## src/rtl/uart_hex_tx.sv

```systemverilog
// uart_hex_tx: prints a DATA_W-bit word as uppercase ASCII hex digits (MSB nibble
// first) followed by a line feed, each character sent as an 8N1 UART frame.
// Optional feature macro: UART_HEX_SKIP_LEADING_ZEROS_EN drops leading zero digits
// (at least one digit is always printed).
module uart_hex_tx #(
  parameter int CLKS_PER_BIT = 2604,
  parameter int DATA_W       = 32
) (
  input  logic              clk,
  input  logic              rst,
  input  logic [DATA_W-1:0] value_i,
  input  logic              valid_i,
  output logic              ready_o,
  output logic              busy_o,
  output logic              ser_tx
);

  localparam int NDIG   = DATA_W / 4;
  localparam int DIG_W  = $clog2(NDIG + 1);
  localparam int BAUD_W = $clog2(CLKS_PER_BIT);

  localparam logic [BAUD_W-1:0] BAUD_LAST = BAUD_W'(CLKS_PER_BIT - 1);
  localparam logic [BAUD_W-1:0] BAUD_ONE  = BAUD_W'(1);
  localparam logic [DIG_W-1:0]  DIG_INIT  = DIG_W'(NDIG);
  localparam logic [DIG_W-1:0]  DIG_ONE   = DIG_W'(1);

  typedef enum logic [2:0] {
    S_IDLE,
    S_START,
    S_DATA,
    S_STOP
`ifdef UART_HEX_SKIP_LEADING_ZEROS_EN
    ,
    S_SKIP
`endif
  } state_e;

  state_e              state_q, state_d;
  logic [DATA_W-1:0]   shift_q, shift_d;
  logic [DIG_W-1:0]    digits_q, digits_d;
  logic [BAUD_W-1:0]   baud_q, baud_d;
  logic [2:0]          bit_q, bit_d;
  logic                ser_q, ser_d;

  logic [3:0]          nib;
  logic [7:0]          char_c;
  logic                baud_done;

  // Current character: a hex digit while digits remain, otherwise the closing LF.
  always_comb begin
    nib = shift_q[DATA_W-1 -: 4];
    if (digits_q != '0) begin
      if (nib < 4'd10) begin
        char_c = {4'h0, nib} + 8'h30;
      end else begin
        char_c = {4'h0, nib} + 8'h37;
      end
    end else begin
      char_c = 8'h0A;
    end
  end

  assign baud_done = (baud_q == BAUD_LAST);

  // Next-state logic: frame sequencing, baud/bit counting and the registered line value.
  always_comb begin
    state_d  = state_q;
    shift_d  = shift_q;
    digits_d = digits_q;
    baud_d   = baud_q;
    bit_d    = bit_q;
    ser_d    = ser_q;

    case (state_q)
      S_IDLE: begin
        ser_d  = 1'b1;
        baud_d = '0;
        bit_d  = '0;
        if (valid_i) begin
          shift_d  = value_i;
          digits_d = DIG_INIT;
`ifdef UART_HEX_SKIP_LEADING_ZEROS_EN
          state_d  = S_SKIP;
`else
          state_d  = S_START;
          ser_d    = 1'b0;
`endif
        end
      end

`ifdef UART_HEX_SKIP_LEADING_ZEROS_EN
      S_SKIP: begin
        if ((digits_q > DIG_ONE) && (nib == 4'h0)) begin
          shift_d  = shift_q << 4;
          digits_d = digits_q - DIG_ONE;
        end else begin
          state_d = S_START;
          ser_d   = 1'b0;
          baud_d  = '0;
        end
      end
`endif

      S_START: begin
        if (baud_done) begin
          state_d = S_DATA;
          baud_d  = '0;
          bit_d   = '0;
          ser_d   = char_c[0];
        end else begin
          baud_d = baud_q + BAUD_ONE;
        end
      end

      S_DATA: begin
        if (baud_done) begin
          baud_d = '0;
          if (bit_q == 3'd7) begin
            state_d = S_STOP;
            ser_d   = 1'b1;
          end else begin
            bit_d = bit_q + 3'd1;
            ser_d = char_c[bit_q + 3'd1];
          end
        end else begin
          baud_d = baud_q + BAUD_ONE;
        end
      end

      S_STOP: begin
        if (baud_done) begin
          baud_d = '0;
          if (digits_q == '0) begin
            state_d = S_IDLE;
            ser_d   = 1'b1;
          end else begin
            shift_d  = shift_q << 4;
            digits_d = digits_q - DIG_ONE;
            state_d  = S_START;
            ser_d    = 1'b0;
          end
        end else begin
          baud_d = baud_q + BAUD_ONE;
        end
      end

      default: begin
        state_d = S_IDLE;
        ser_d   = 1'b1;
      end
    endcase
  end

  // State register with synchronous reset; reset abandons any partial character.
  always_ff @(posedge clk) begin
    if (rst) begin
      state_q  <= S_IDLE;
      shift_q  <= '0;
      digits_q <= '0;
      baud_q   <= '0;
      bit_q    <= '0;
      ser_q    <= 1'b1;
    end else begin
      state_q  <= state_d;
      shift_q  <= shift_d;
      digits_q <= digits_d;
      baud_q   <= baud_d;
      bit_q    <= bit_d;
      ser_q    <= ser_d;
    end
  end

  assign ready_o = (state_q == S_IDLE);
  assign busy_o  = ~ready_o;
  assign ser_tx  = ser_q;

endmodule

```

## config.mk

```make
export PLATFORM = sky130hd
export DESIGN_NAME = uart_hex_tx
export DESIGN_NICKNAME = d
export VERILOG_FILES = /design/src/rtl/uart_hex_tx.sv
export SDC_FILE = /design/constraint.sdc
export NUM_CORES = 1
export LEC_CHECK = 0
export CAP_MARGIN = 20
export CORE_MARGIN = 2
export CORE_UTILIZATION = 57
export DETAILED_ROUTE_END_ITERATION = 6
export DONT_BUFFER_PORTS = 1
export PLACE_DENSITY = 0.78
export SLEW_MARGIN = 20
export SYNTH_ARGS = -nofsm -noshare
export SYNTH_HDL_FRONTEND = slang
export SYNTH_SLANG_ARGS = --single-unit
```

## constraint.sdc

```tcl
create_clock -name clk -period 2.4 [get_ports clk]
set_clock_uncertainty 0.15 [all_clocks]
set_input_delay 0.36 -clock clk [delete_from_list [all_inputs] [get_ports clk]]
set_output_delay 0.36 -clock clk [all_outputs]
set_load 0.01 [all_outputs]
```

### Word level (Yosys, flattened, before mapping)

Cells that the tools add are included.

* output and inout port bits: 3
* bits in registers: 55
* input port bits: 35
* logic and storage cells: 69

* reduce and logical (&&, ||, !) cells: 11
* equal/unequal tests: 12
* bitwise logic cells: 1
* add/subtract/negate cells: 5
* multiplexer cells: 32
* $lt $le $gt $ge: 2

Operator list (number)
* two-way mux 32 bit: 3
* case mux 32 bit (2 select lines): 1
* two-way mux 3 bit: 8
* case mux 12 bit (2 select lines): 1
* adder 4 x 6 -> 7 bit (second input constant): 2
* inequality test 2 bit (second input constant): 7
* adder 12 x 1 -> 12 bit (second input constant): 1
* equality test 12 bit (second input constant): 1
* two-way mux 12 bit: 1
* two-way mux 4 bit: 3
* case mux 3 bit (4 select lines): 1
* case mux 3 bit (3 select lines): 1
* two-way mux 1 bit: 8
* two-way mux 8 bit: 1
* case mux 4 bit (2 select lines): 1
* AND reduction 4 bit: 2
* two-way mux 7 bit: 1
* equality test 3 x 2 -> 1 bit (second input constant): 2
* AND reduction 5 bit: 1
* logical NOT 4 bit: 1
* < comparator 3 x 4 -> 1 bit (second input constant): 1
* < comparator 4 bit (second input constant): 1
* case mux 1 bit (4 select lines): 1
* nonzero test 2 bit: 2
* 11 further kinds: 11

### Depth between registers and ports, before layout

Gate-level depths: netlist (run 1).

* word-level depth: 8
* depth in mapped cells: 9
* gate-level depth less buffers: 7

### Least setup slack after synthesis (run 1)

No wires, ideal clock.

* kind: register -> register
* start: register baud_q[5]
* end: register shift_q[11]
* path slack: 0.177 ns
* setup time: 0.081 ns
* required time: 2.169 ns
* arrival time: 1.992 ns
* clock period less this slack: 2.223 ns
* path buffers: 2
* cell stages (with the launch flop): 8
* cell sequence: dfxtp_1 > or4b_4 > o41ai_2 > and2_4 > buf_8 > buf_6 > nor2_1 > a211oi_2

* longest elaborated chain between the ends: 3

Ends and longest elaborated chain
* start, declared: RTL line 41 `logic [BAUD_W-1:0] baud_q, baud_d;`
* start signal, assigned: RTL line 167 `baud_q <= baud_d;`
* equality test 12 bit: RTL line 63 `assign baud_done = (baud_q == BAUD_LAST);`
* inequality test 2 bit (no source line)
* AND reduction 4 bit (no source line)
* end signal, assigned: RTL line 165 `shift_q <= shift_d;`
* end, declared: RTL line 39 `logic [DATA_W-1:0] shift_q, shift_d;`

Every way passes these cells.
A chain may end at the register's enable or synchronous reset.

### Worst setup path after layout (run 1)

* start: register baud_q[6]
* end: register shift_q[6]

The elaborated chain is that of the path after synthesis.

==> out/results.env, run 1 <==
STATUS='completed'
DESIGN.PORTCOUNT=38
HOLD_VIOL=0
DIE_W_UM=75.29
WP_DATA_REQUIRED_NS=2.49
ANTENNA_CELLS_INSERTED=0
LARGEST_NET_DEGREE_AT_THE_START_OF_GLOBAL_ROUTING=45
R2R_SLACK_NS=0.13
PORT_BUFFERS=0
ASYNC_S_R_FF_SHARE_SYNTH_PCT=0
AREA_GROWTH_PCT=9.331
START_UTIL_PCT=60.13
WORST_HOLD_PATH_ENDPOINT='shift_q[1]'
MIN_FROM='value_i[1]'
STARTPOINT='baud_q[6]'
POWER_PER_CELL_AREA_mW_PER_MM2=1028
POST-PLACE-CELLS=364
WORSTREGTOREGCELLS=6
LAYOUT.CELLS.MOST_COMMON_LIST='dfxtp_1, nor2_1, mux2i_1'
DESIGN.FINAL.NETS=353
ANTENNA_LEFT=0
MAX-CAP-VIOLATIONS=0
RR_ENDPOINT='shift_q[6]'
FIN_SETUP_TNS_NS=0
CLOCK_TREE.BUFFER_DEPTH=2
CTS_NUM_SINKS=54
MAX_FREQ_MHz=440.2
FINALCOREUTILIZATION_PCT=65.74
RSZ0062_AT_GRT='yes'
CRITICAL_PATH_LAUNCH_POINT_TYPE='flop'
FINAL_ROUTED_WIRELENGTH_ACROSS_ALL_METAL_LAYERS_MM=6.068
VIAS=2283
FLOORPLAN.CORE_AREA_MM2=0.004817
CTS_POST_SETUP_BUFFERS_INSERTED=0
NUMBER_OF_LEVELS_THE_H_TREE_WAS_SPLIT_INTO=2
CLOCK_LATENCY_NS=0.31
MIN_PATH_CELLS=1
STDCELL_COUNT=375
SYNTH.FF_LATCH_COUNT=54
FIRST_GLOBAL_VIAS=2160
LEAKAGE_nW=1.082
DP_SLACK_NS=0.1150
MOSTFREQUENTLAYOUTCELL='dfxtp_1'
SYNTH_CELL_TYPE_COUNT=55
DP_HPWL_MM=4.236
CRITICAL_PATH.MAX_FANOUT=18
DIE_HEIGHT_UM=75.29
SYNTH_EDF_COUNT=0
SYN-CELL-AREA_MM2=0.002897
GRT_OVERFLOW_TOTAL=0
SYNTHDOMINANTAREACELLTYPE='dfxtp_1'
SYNTH_SEQ_AREA_SHARE_PCT=37.32
FINALWEIGHTEDCONGESTION=0.8353
NUMBER_OF_DETAILED_ROUTING_ITERATIONS_RUN_BEFORE_ANTENNA_REPAIR=4
SYN_NETS=349
CLOCKROOTBUFFER='clkbuf_8'
TRITONCTS.NUM_BUFFERS=5
SOURCE_OF_THE_WORST_REGISTER_TO_REGISTER_TIMING_PATH='baud_q[6]'
GRT_FIRST_PASS_WIRELENGTH_MM=9.936
SYNTHESIS.YOSYS.WARNINGS=0
TOTAL_POWER_W=0.003257
DRT-WIRELENGTH-PER-CELL_UM=16.18
CLK_PIN_SLEW_WORST_PATHS_NS=0.10
DRT_DRC_VIOLATIONS_LEFT=0
SYNTH_TOP_AREA_SHARE_PCT=37.32
GRT_ANTENNA_BEFORE_REPAIR=0
SETUP.WORST_PATH.CLASS='flop to flop'
SYNTHTOPCELLSBYAREA='dfxtp_1, mux2i_1, a211oi_2'
DETAILEDROUTE.FIRSTITERATIONVIOLATIONS=138
POST_SYNTH_INST_COUNT=303
TIMING.FINAL.CRIT_SHARE_PCT=94.65
WORSTSETUPENDPOINTTYPE='flop'
AVGSYNTHCELLAREA_UM2=9.559
WORST_SLEW_MARGIN_REL_PCT=54.50
TIMING_MAX_TRANSITION_VIOLATIONS_FINAL=0
DIE_AREA_MM2=0.005668
WORST_SLACK_NS=0.1284
CTS_TREE='done'
WORST-ENDPOINT-ARRIVAL_NS=2.36
POSTSYNTH.TOPFLOPCELL='dfxtp_1'
PEAKVDDDROP_uV=605.4
ROW_COUNT=25
WORST_SLEW_PIN_SLEW_NS=0.6773
LAYOUT-DRIVE-GT1-SHARE_PCT=17.86
FINALSETUPVIOLCOUNT=0
TIMING.HOLD.WORST.CLASS='primary input to flop'
MIN_PERIOD_NS=2.272
VIA_PER_INST=6.088
TRACK_USAGE_PCT=22.32
area by class of cell:
| type | count | area, um^2 |
|---|---|---|
| Sequential cell | 54 | 1081 |
| Clock buffer | 6 | 82.58 |
| Clock inverter | 2 | 16.27 |
| Fill cell | 401 | 1650 |
| Tap cell | 67 | 83.83 |
| Multi-Input combinational cell | 220 | 1687 |
| Timing Repair Buffer | 17 | 182.7 |
| Inverter | 9 | 33.78 |
kinds of logic (layout without fill, tap and decap cells):
group | after synthesis | after routing | synth area share [%]
compound gates | 87 | 87 | 26.09
xor+xnor | 4 | 4 | 1.210
fa+ha+maj | 11 | 11 | 4.752
buf+inv | 29 | 34 | 5.227
flops | 54 | 54 | 37.32
mux | 30 | 30 | 10.45
simple gates | 88 | 88 | 14.95
per-stage QoR:
| step | area, um^2 | hold WS (ns) |
|---|---|---|
| final | 3167 | 0.01647 |
| after global routing | 3167 | 0.01305 |
| after CTS | 3127 | 0.006093 |
| after detailed placement | 3008 | 0.2864 |
| after global placement | 3008 | 0.2841 |
| after floorplan | 2897 | 0.2910 |
critical path, stage by stage, from the launching register on:
cell and delay [ns]:
dfxtp_1 0.36, or4b_4 0.59, o41ai_4 0.40, and2_4 0.27, buf_12 0.16, nor2_1 0.07, a211oi_2 0.19
registers in the layout, indices dropped and copies added (netlist names):
| name | count |
|---|---|
| shift_q | 32 |
| baud_q | 12 |
| digits_q | 4 |
| bit_q | 3 |
| state_q | 2 |
| ser_tx | 1 |
worst max path at each step:
stage	endpoint	slack, ns	cells past startpoint
after global routing	state_q[0]	-0.01	7
after global placement	shift_q[26]	0.15	6
after CTS	shift_q[23]	0.09	6
final	shift_q[6]	0.13	6
after floorplan	shift_q[11]	0.18	7
after detailed placement	baud_q[11]	0.12	6
power breakdown:
part | switching [W] | leakage, nW | internal [W]
registers | 0.000161 | 0.443 | 0.00111
clock network | 0.000305 | 0.0478 | 0.000238
logic | 0.000821 | 0.591 | 0.000620
per-layer routing:
| layer | vias to the layer above | global-route usage, % | part of all wire, % |
|---|---|---|---|
| li1 | 1149 | - | - |
| met1 | 1077 | 31.15 | 48 |
| met2 | 52 | 34.69 | 47 |
| met3 | 5 | 6.158 | 4.7 |
| met4 | 0 | 4.873 | 0.74 |
| met5 | - | 0 | 0 |
what timing repair did:
item | in CTS | in global routing
hold endpoints to repair | 44 | 2
endpoints found under the setup margin | 0 | 10
hold buffers | 1 | 2
gates resized for setup | 0 | 4
cell usage after synthesis (2+ instances only):
library cell   n
dfxtp_1       54
nor2_1        41
mux2i_1       28
a211oi_2      20
clkbuf_1      13
a21oi_1       11
ha_1          11
nand2_1       11
nor3_1        11
inv_1          9
o21ai_0        9
a211oi_1       8
a311oi_1       7
nand3_1        6
a22o_1         4
a31oi_1        4
o311a_1        4
buf_4          3
a32o_1         2
a41oi_1        2
and3_1         2
and4b_1        2
buf_8          2
mux2_2         2
nand4_1        2
nor2b_1        2
o211ai_1       2
or3b_2         2
xnor2_1        2
xor2_1         2
Note: power is estimated with default switching activity, not from simulation.
==> run 2, diff against run 1 <==
- SETUP_SLACK_MARGIN: not set -> 0.2
==> out/results.env, run 2 (synthesized netlist as in run 1, its figures left out) <==
WORSTREGTOREGCELLS=6  # unchanged
NUMBER_OF_LEVELS_THE_H_TREE_WAS_SPLIT_INTO=2  # unchanged
AREA_GROWTH_PCT=21.21
CRITICAL_PATH.MAX_FANOUT=5  # -13
PEAKVDDDROP_uV=707.8  # +17%
TRACK_USAGE_PCT=24.34  # +2.0 points
TIMING_MAX_TRANSITION_VIOLATIONS_FINAL=0  # unchanged
NUMBER_OF_DETAILED_ROUTING_ITERATIONS_RUN_BEFORE_ANTENNA_REPAIR=4  # unchanged
CRITICAL_PATH_LAUNCH_POINT_TYPE='flop'
DESIGN.FINAL.NETS=378  # +7.1%
CLOCK_LATENCY_NS=0.30  # about the same
TIMING.HOLD.WS_NS=0.02499  # +0.008519 ns
START_UTIL_PCT=60.13  # unchanged
PORT_BUFFERS=0  # unchanged
LAYOUT.CELLS.MOST_COMMON_LIST='dfxtp_1, nor2_1, mux2i_1'
CTS_TREE='done'
ANTENNA_LEFT=0  # unchanged
HOLD_VIOL=0  # unchanged
TIMING.HOLD.WORST.CLASS='primary input to flop'
SOURCE_OF_THE_WORST_REGISTER_TO_REGISTER_TIMING_PATH='baud_q[6]'
LARGEST_REG_FLOPS=32  # unchanged
FLOORPLAN.CORE_AREA_MM2=0.004817  # unchanged
MAX-CAP-VIOLATIONS=0  # unchanged
POSTLAYOUTCELLAREA_MM2=0.003511  # +11%
FIN_SETUP_TNS_NS=0  # unchanged
CLK_PIN_SLEW_WORST_PATHS_NS=0.10  # about the same
GRT_ANTENNA_BEFORE_REPAIR=0  # unchanged
DESIGN.PORTCOUNT=38  # unchanged
TRITONCTS.NUM_BUFFERS=5  # unchanged
FINALWEIGHTEDCONGESTION=0.8643  # +3.5%
LARGEST_NET_DEGREE_AT_THE_START_OF_GLOBAL_ROUTING=45  # unchanged
AREA_USED_BY_MULTI_INPUT_COMBINATIONAL_LOGIC_MM2=0.001760  # +4.4%
RR_ENDPOINT='bit_q[2]'
LARGEST_REGISTER='shift_q'
TIMING.FINAL.CRIT_SHARE_PCT=91.06  # -3.6 points
DP_HPWL_MM=4.305  # +1.6%
WORST_SLEW_MARGIN_REL_PCT=58.17  # +3.7 points
DPL_CELL_AREA_MM2=0.002974  # -1.1%
WORST_HOLD_PATH_ENDPOINT='shift_q[2]'
WORST-ENDPOINT-ARRIVAL_NS=2.24  # -0.12 ns
DIE_AREA_MM2=0.005668  # unchanged
VIA_PER_INST=6.228  # +2.3%
DRT-WIRELENGTH-PER-CELL_UM=17.76  # +9.8%
CTS_NUM_SINKS=54  # unchanged
FILLER_CELL_COUNT=364  # -9.2%
RSZ0062_AT_GRT='yes'
DRT_DRC_VIOLATIONS_LEFT=0  # unchanged
MIN_FROM='value_i[2]'
FINALSETUPVIOLCOUNT=0  # unchanged
FINAL_ROUTED_WIRELENGTH_ACROSS_ALL_METAL_LAYERS_MM=7.086  # +17%
MOSTFREQUENTLAYOUTCELL='dfxtp_1'
WORSTSETUPENDPOINTTYPE='flop'
FIRST_GLOBAL_VIAS=2366  # +9.5%
POWER_PER_CELL_AREA_mW_PER_MM2=1061  # +3.2%
DIE_HEIGHT_UM=75.29  # unchanged
MAX_FREQ_MHz=457.6  # +3.9%
FINAL-SEQ-AREA_MM2=0.001092  # +1.0%
MIN_PATH_CELLS=1  # unchanged
MIN_PERIOD_NS=2.185  # -0.08608 ns
GRT_OVERFLOW_TOTAL=0  # unchanged
TOTAL_POWER_W=0.003726  # +14%
VIAS=2485  # +8.8%
GRT_FIRST_PASS_WIRELENGTH_MM=10.73  # +8.0%
CLOCK_TREE.BUFFER_DEPTH=2  # unchanged
R2R_SLACK_NS=0.21  # +0.09 ns
WP_DATA_REQUIRED_NS=2.45  # -0.04 ns
SETUP.WORST_PATH.CLASS='flop to flop'
DETAILEDROUTE.FIRSTITERATIONVIOLATIONS=171  # +24%
WORST_SLEW_PIN_SLEW_NS=0.6226  # -0.05470 ns
CLOCKROOTBUFFER='clkbuf_8'
LEAKAGE_nW=1.254  # +16%
DIE_W_UM=75.29  # unchanged
LAYOUT-DRIVE-GT1-SHARE_PCT=29.22  # +11 points
ROW_COUNT=25  # unchanged
ANTENNA_CELLS_INSERTED=0  # unchanged
REG_TOP3='shift_q: 32 flops, baud_q: 12 flops, digits_q: 4 flops'
STATUS='completed'
## run 2: final cells by class
cell class              instances  share of cell area, %
clock inverters                 2                 0.3920
multi-input cells             221                  50.14
well taps                      67                  2.388
flip-flops and latches         54                  31.11
inverters                       9                 0.9622
repair buffers                 41                  13.04
clock buffers                   5                  1.960
## run 2: how the worst max path moves through the flow
stage	start	end	cells after the start
finish	baud_q[6]	bit_q[2]	6
global placement	baud_q[6]	shift_q[30]	6
detailed placement	baud_q[6]	shift_q[10]	6
global route	baud_q[1]	shift_q[28]	8
CTS	baud_q[1]	shift_q[4]	8
floorplan	baud_q[5]	shift_q[11]	7
## run 2: layer usage
| layer | vias to the layer above | GRT usage [%] | share of wire [%] |
|---|---|---|---|
| li1 | 1202 | - | - |
| met1 | 1204 | 30.67 | 42 |
| met2 | 68 | 39.71 | 51 |
| met3 | 11 | 5.756 | 5.3 |
| met4 | 0 | 10.53 | 1.7 |
| met5 | - | 0 | 0 |
## run 2: power by group
group,leakage (nW),internal [W],switching (W)
Clock,0.0444,0.000202,0.000294
Combinational,0.763,0.000976,0.000956
Sequential,0.447,0.00112,0.000180
Total,1.25,0.00230,0.00143
## run 2: stage by stage
step,setup slack (ns),utilization (%),std cells
2_1_floorplan,0.2141,-,303
3_3_place_gp,0.1316,61.74,363
3_5_place_dp,0.06070,61.74,363
4_1_cts,0.1930,68.55,391
5_1_grt,0.08168,72.88,399
6_report,0.2145,72.88,399
## run 2: repair_timing
item | 4_1_cts | 5_1_grt
pin swaps | 3 | 9
endpoints found under the hold margin | 44 | 0
endpoints found under the setup margin | 38 | 45
gates cloned | 1 | 4
setup buffers | 19 | 4
hold buffers | 1 | 0
resized for setup | 15 | 27
## run 2: critical path, stage by stage (launching register included)
cell      delay, ns
dfxtp_2        0.35
or4b_4         0.58
nor3_2         0.28
buf_4          0.18
buf_4          0.11
o211ai_1       0.12
a32o_1         0.29
==> run 3, diff against run 2 <==
- CORE_ASPECT_RATIO: not set -> 1.25
- CORE_UTILIZATION: 57 -> 63
- PLACE_DENSITY: 0.78 -> 0.82
- SETUP_SLACK_MARGIN: 0.2 -> not set
- clock period: 2.4 -> 2.36 ns (I/O delays scaled with it)
==> out/results.env, run 3 (synthesized netlist as in run 1, its figures left out) <==
POWER_PER_CELL_AREA_mW_PER_MM2=1072  # +1.0%
CLOCK_TREE.BUFFER_DEPTH=2  # unchanged
HOLD_VIOL=0  # unchanged
LEAKAGE_nW=1.080  # -14%
WORST_PATH_DOMINANT_CELL_FAMILY='simple AND/OR/NAND/NOR gates'
CLK_PIN_SLEW_WORST_PATHS_NS=0.10  # about the same
WP_DATA_REQUIRED_NS=2.40  # -0.05 ns
SWITCHING_SHARE_PCT=39.02  # +0.64 points
TIMING.CRITICAL_PATH.SLOWEST_STAGE_CELL='a2111oi_0'
STATUS='completed'
POWER_FRAC_CLOCK_PCT=18.5  # +5.2 points
DETAILEDROUTE.FIRSTITERATIONVIOLATIONS=173  # +1.2%
TIMING.HOLD.WORST.CLASS='primary input to flop'
ROW_COUNT=27  # +8.0%
DP_HPWL_MM=4.282  # -0.52%
FINALSETUPVIOLCOUNT=0  # unchanged
DIE_HEIGHT_UM=79.81  # +6.0%
MIN_PERIOD_NS=2.323  # +0.1372 ns
WORST_SLACK_NS=0.03735  # -0.1772 ns
POWER.COMBINATIONAL.FRACTION_PCT=43.2  # -8.7 points
DRT_DRC_VIOLATIONS_LEFT=0  # unchanged
TIMING.FINAL.CRIT_SHARE_PCT=98.42  # +7.4 points
LARGEST_REGISTER='shift_q'
CRITICAL_PATH_LAUNCH_POINT_TYPE='flop'
TIMING.CRITICAL_PATH.SLOWEST_CELL_DELAY_NS=0.41  # -0.17 ns
WORST_SLEW_PIN_SLEW_NS=0.5995  # -0.02305 ns
GRT_OVERFLOW_TOTAL=0  # unchanged
FLOORPLAN.CORE_AREA_MM2=0.004425  # -8.1%
TOTAL_POWER_W=0.003393  # -8.9%
SETUP.WORST_PATH.CLASS='flop to flop'
PATH_BUF_INV=1  # -1
FILLER_CELL_COUNT=342  # -6.0%
DESIGN.PORTCOUNT=38  # unchanged
MAX_FREQ_MHz=430.5  # -5.9%
WORSTSETUPENDPOINTTYPE='flop'
VIAS=2319  # -6.7%
GRT_FIRST_PASS_WIRELENGTH_MM=10.32  # -3.8%
VIA_PER_INST=6.371  # +2.3%
NUMBER_OF_LEVELS_THE_H_TREE_WAS_SPLIT_INTO=2  # unchanged
MAX-CAP-VIOLATIONS=0  # unchanged
WORST-ENDPOINT-ARRIVAL_NS=2.37  # +0.13 ns
FIRST_GLOBAL_VIAS=2290  # -3.2%
CP_CELL_SEQUENCE='ha_1 -> nand4b_1 -> nor3_2 -> buf_4 -> a2bb2oi_1 -> a2111oi_0 -> nor3_1'
FINALWEIGHTEDCONGESTION=0.8378  # -3.1%
LARGEST_REG_FLOPS=32  # unchanged
MOSTFREQUENTLAYOUTCELL='dfxtp_1'
REG_TOP3='shift_q: 32 flops, baud_q: 12 flops, digits_q: 4 flops'
PORT_BUFFERS=0  # unchanged
DP_SLACK_NS=0.05573  # -0.004973 ns
SEQPWRFRAC_PCT=38.3  # +3.5 points
CLOCK_LATENCY_NS=0.31  # about the same
NUMBER_OF_DETAILED_ROUTING_ITERATIONS_RUN_BEFORE_ANTENNA_REPAIR=4  # unchanged
CRITICAL_PATH.MAX_FANOUT=14  # +9
TRACK_USAGE_PCT=25.41  # +1.1 points
DIE_W_UM=64.65  # -14%
FINAL_ROUTED_WIRELENGTH_ACROSS_ALL_METAL_LAYERS_MM=6.313  # -11%
START_UTIL_PCT=65.45  # +5.3 points
LARGEST_NET_DEGREE_AT_THE_START_OF_GLOBAL_ROUTING=45  # unchanged
LAYOUT.CELLS.MOST_COMMON_LIST='dfxtp_1, nor2_1, mux2i_1'
TIMING_MAX_TRANSITION_VIOLATIONS_FINAL=0  # unchanged
DRT-WIRELENGTH-PER-CELL_UM=17.34  # -2.3%
CTS_TREE='done'
INTERNAL_POWER_W=0.002069  # -9.9%
CLOCKROOTBUFFER='clkbuf_8'
DIE_AREA_MM2=0.005159  # -9.0%
PEAKVDDDROP_uV=835.2  # +18%
GRT_ANTENNA_BEFORE_REPAIR=0  # unchanged
TRITONCTS.NUM_BUFFERS=5  # unchanged
LAYOUT-DRIVE-GT1-SHARE_PCT=18.95  # -10 points
DESIGN.FINAL.NETS=351  # -7.1%
NETSWITCHINGPOWER_W=0.001324  # -7.4%
WORST_SLEW_MARGIN_REL_PCT=59.72  # +1.5 points
ANTENNA_CELLS_INSERTED=0  # unchanged
ANTENNA_LEFT=0  # unchanged
AREA_GROWTH_PCT=9.244
CTS_NUM_SINKS=54  # unchanged
==> run 3: layout make-up <==
cell class	count	area, um^2	area share, %
Inverter	9	33.78	1.068
Clock inverter	3	45.04	1.423
Multi-Input combinational cell	220	1700	53.74
Tap cell	58	72.57	2.293
Clock buffer	5	68.82	2.175
Timing Repair Buffer	15	162.7	5.140
Sequential cell	54	1081	34.16
==> run 3: path summary, 6_finish.rpt <==
path	slack, ns	end	cells past startpoint	from
setup / recovery	0.04	state_q[0]	7	baud_q[0]
hold / removal	0.02	shift_q[2]	1	value_i[2]
setup reg to reg	0.04	state_q[0]	7	baud_q[0]
hold reg to reg	0.34	shift_q[2]	1	shift_q[2]
==> run 3: layer usage <==
metal,vias to the layer above,global-route usage [%],routed length (um)
met3,21,5.783,316
met1,1090,30.35,2667
met5,-,0,0
li1,1142,-,-
met2,66,44.48,3155
met4,0,8.936,174
==> run 3: through the flow <==
stage | utilization (%) | instance area, um^2 | hold WS (ns) | cells | setup TNS, ns
global placement | 67.54 | 2989 | 0.2770 | 354 | 0
global route | 71.50 | 3164 | 0.006843 | 364 | -0.3926
floorplan | - | 2897 | 0.2910 | 303 | 0
CTS | 70.57 | 3123 | 0.01748 | 363 | 0
finish | 71.50 | 3164 | 0.01590 | 364 | 0
detailed placement | 67.54 | 2989 | 0.2786 | 354 | 0
==> run 3: power by group through the flow <==
stage / Sequential (W) / Clock (W) / Combinational, W
after floorplan: 0.00126 / 0 / 0.00118
after global placement: 0.00130 / 0 / 0.00135
after detailed placement: 0.00132 / 0 / 0.00140
after CTS: 0.00129 / 0.000625 / 0.00143
after global routing: 0.00132 / 0.000666 / 0.00161
final: 0.00130 / 0.000629 / 0.00147
==> run 3: what timing repair did <==
| item | in CTS | in global routing |
|---|---|---|
| resized for setup | 0 | 6 |
| hold endpoints to repair | 44 | 0 |
| buffers inserted | 0 | 1 |
| hold buffers | 1 | 0 |
| setup endpoints to repair | 0 | 21 |
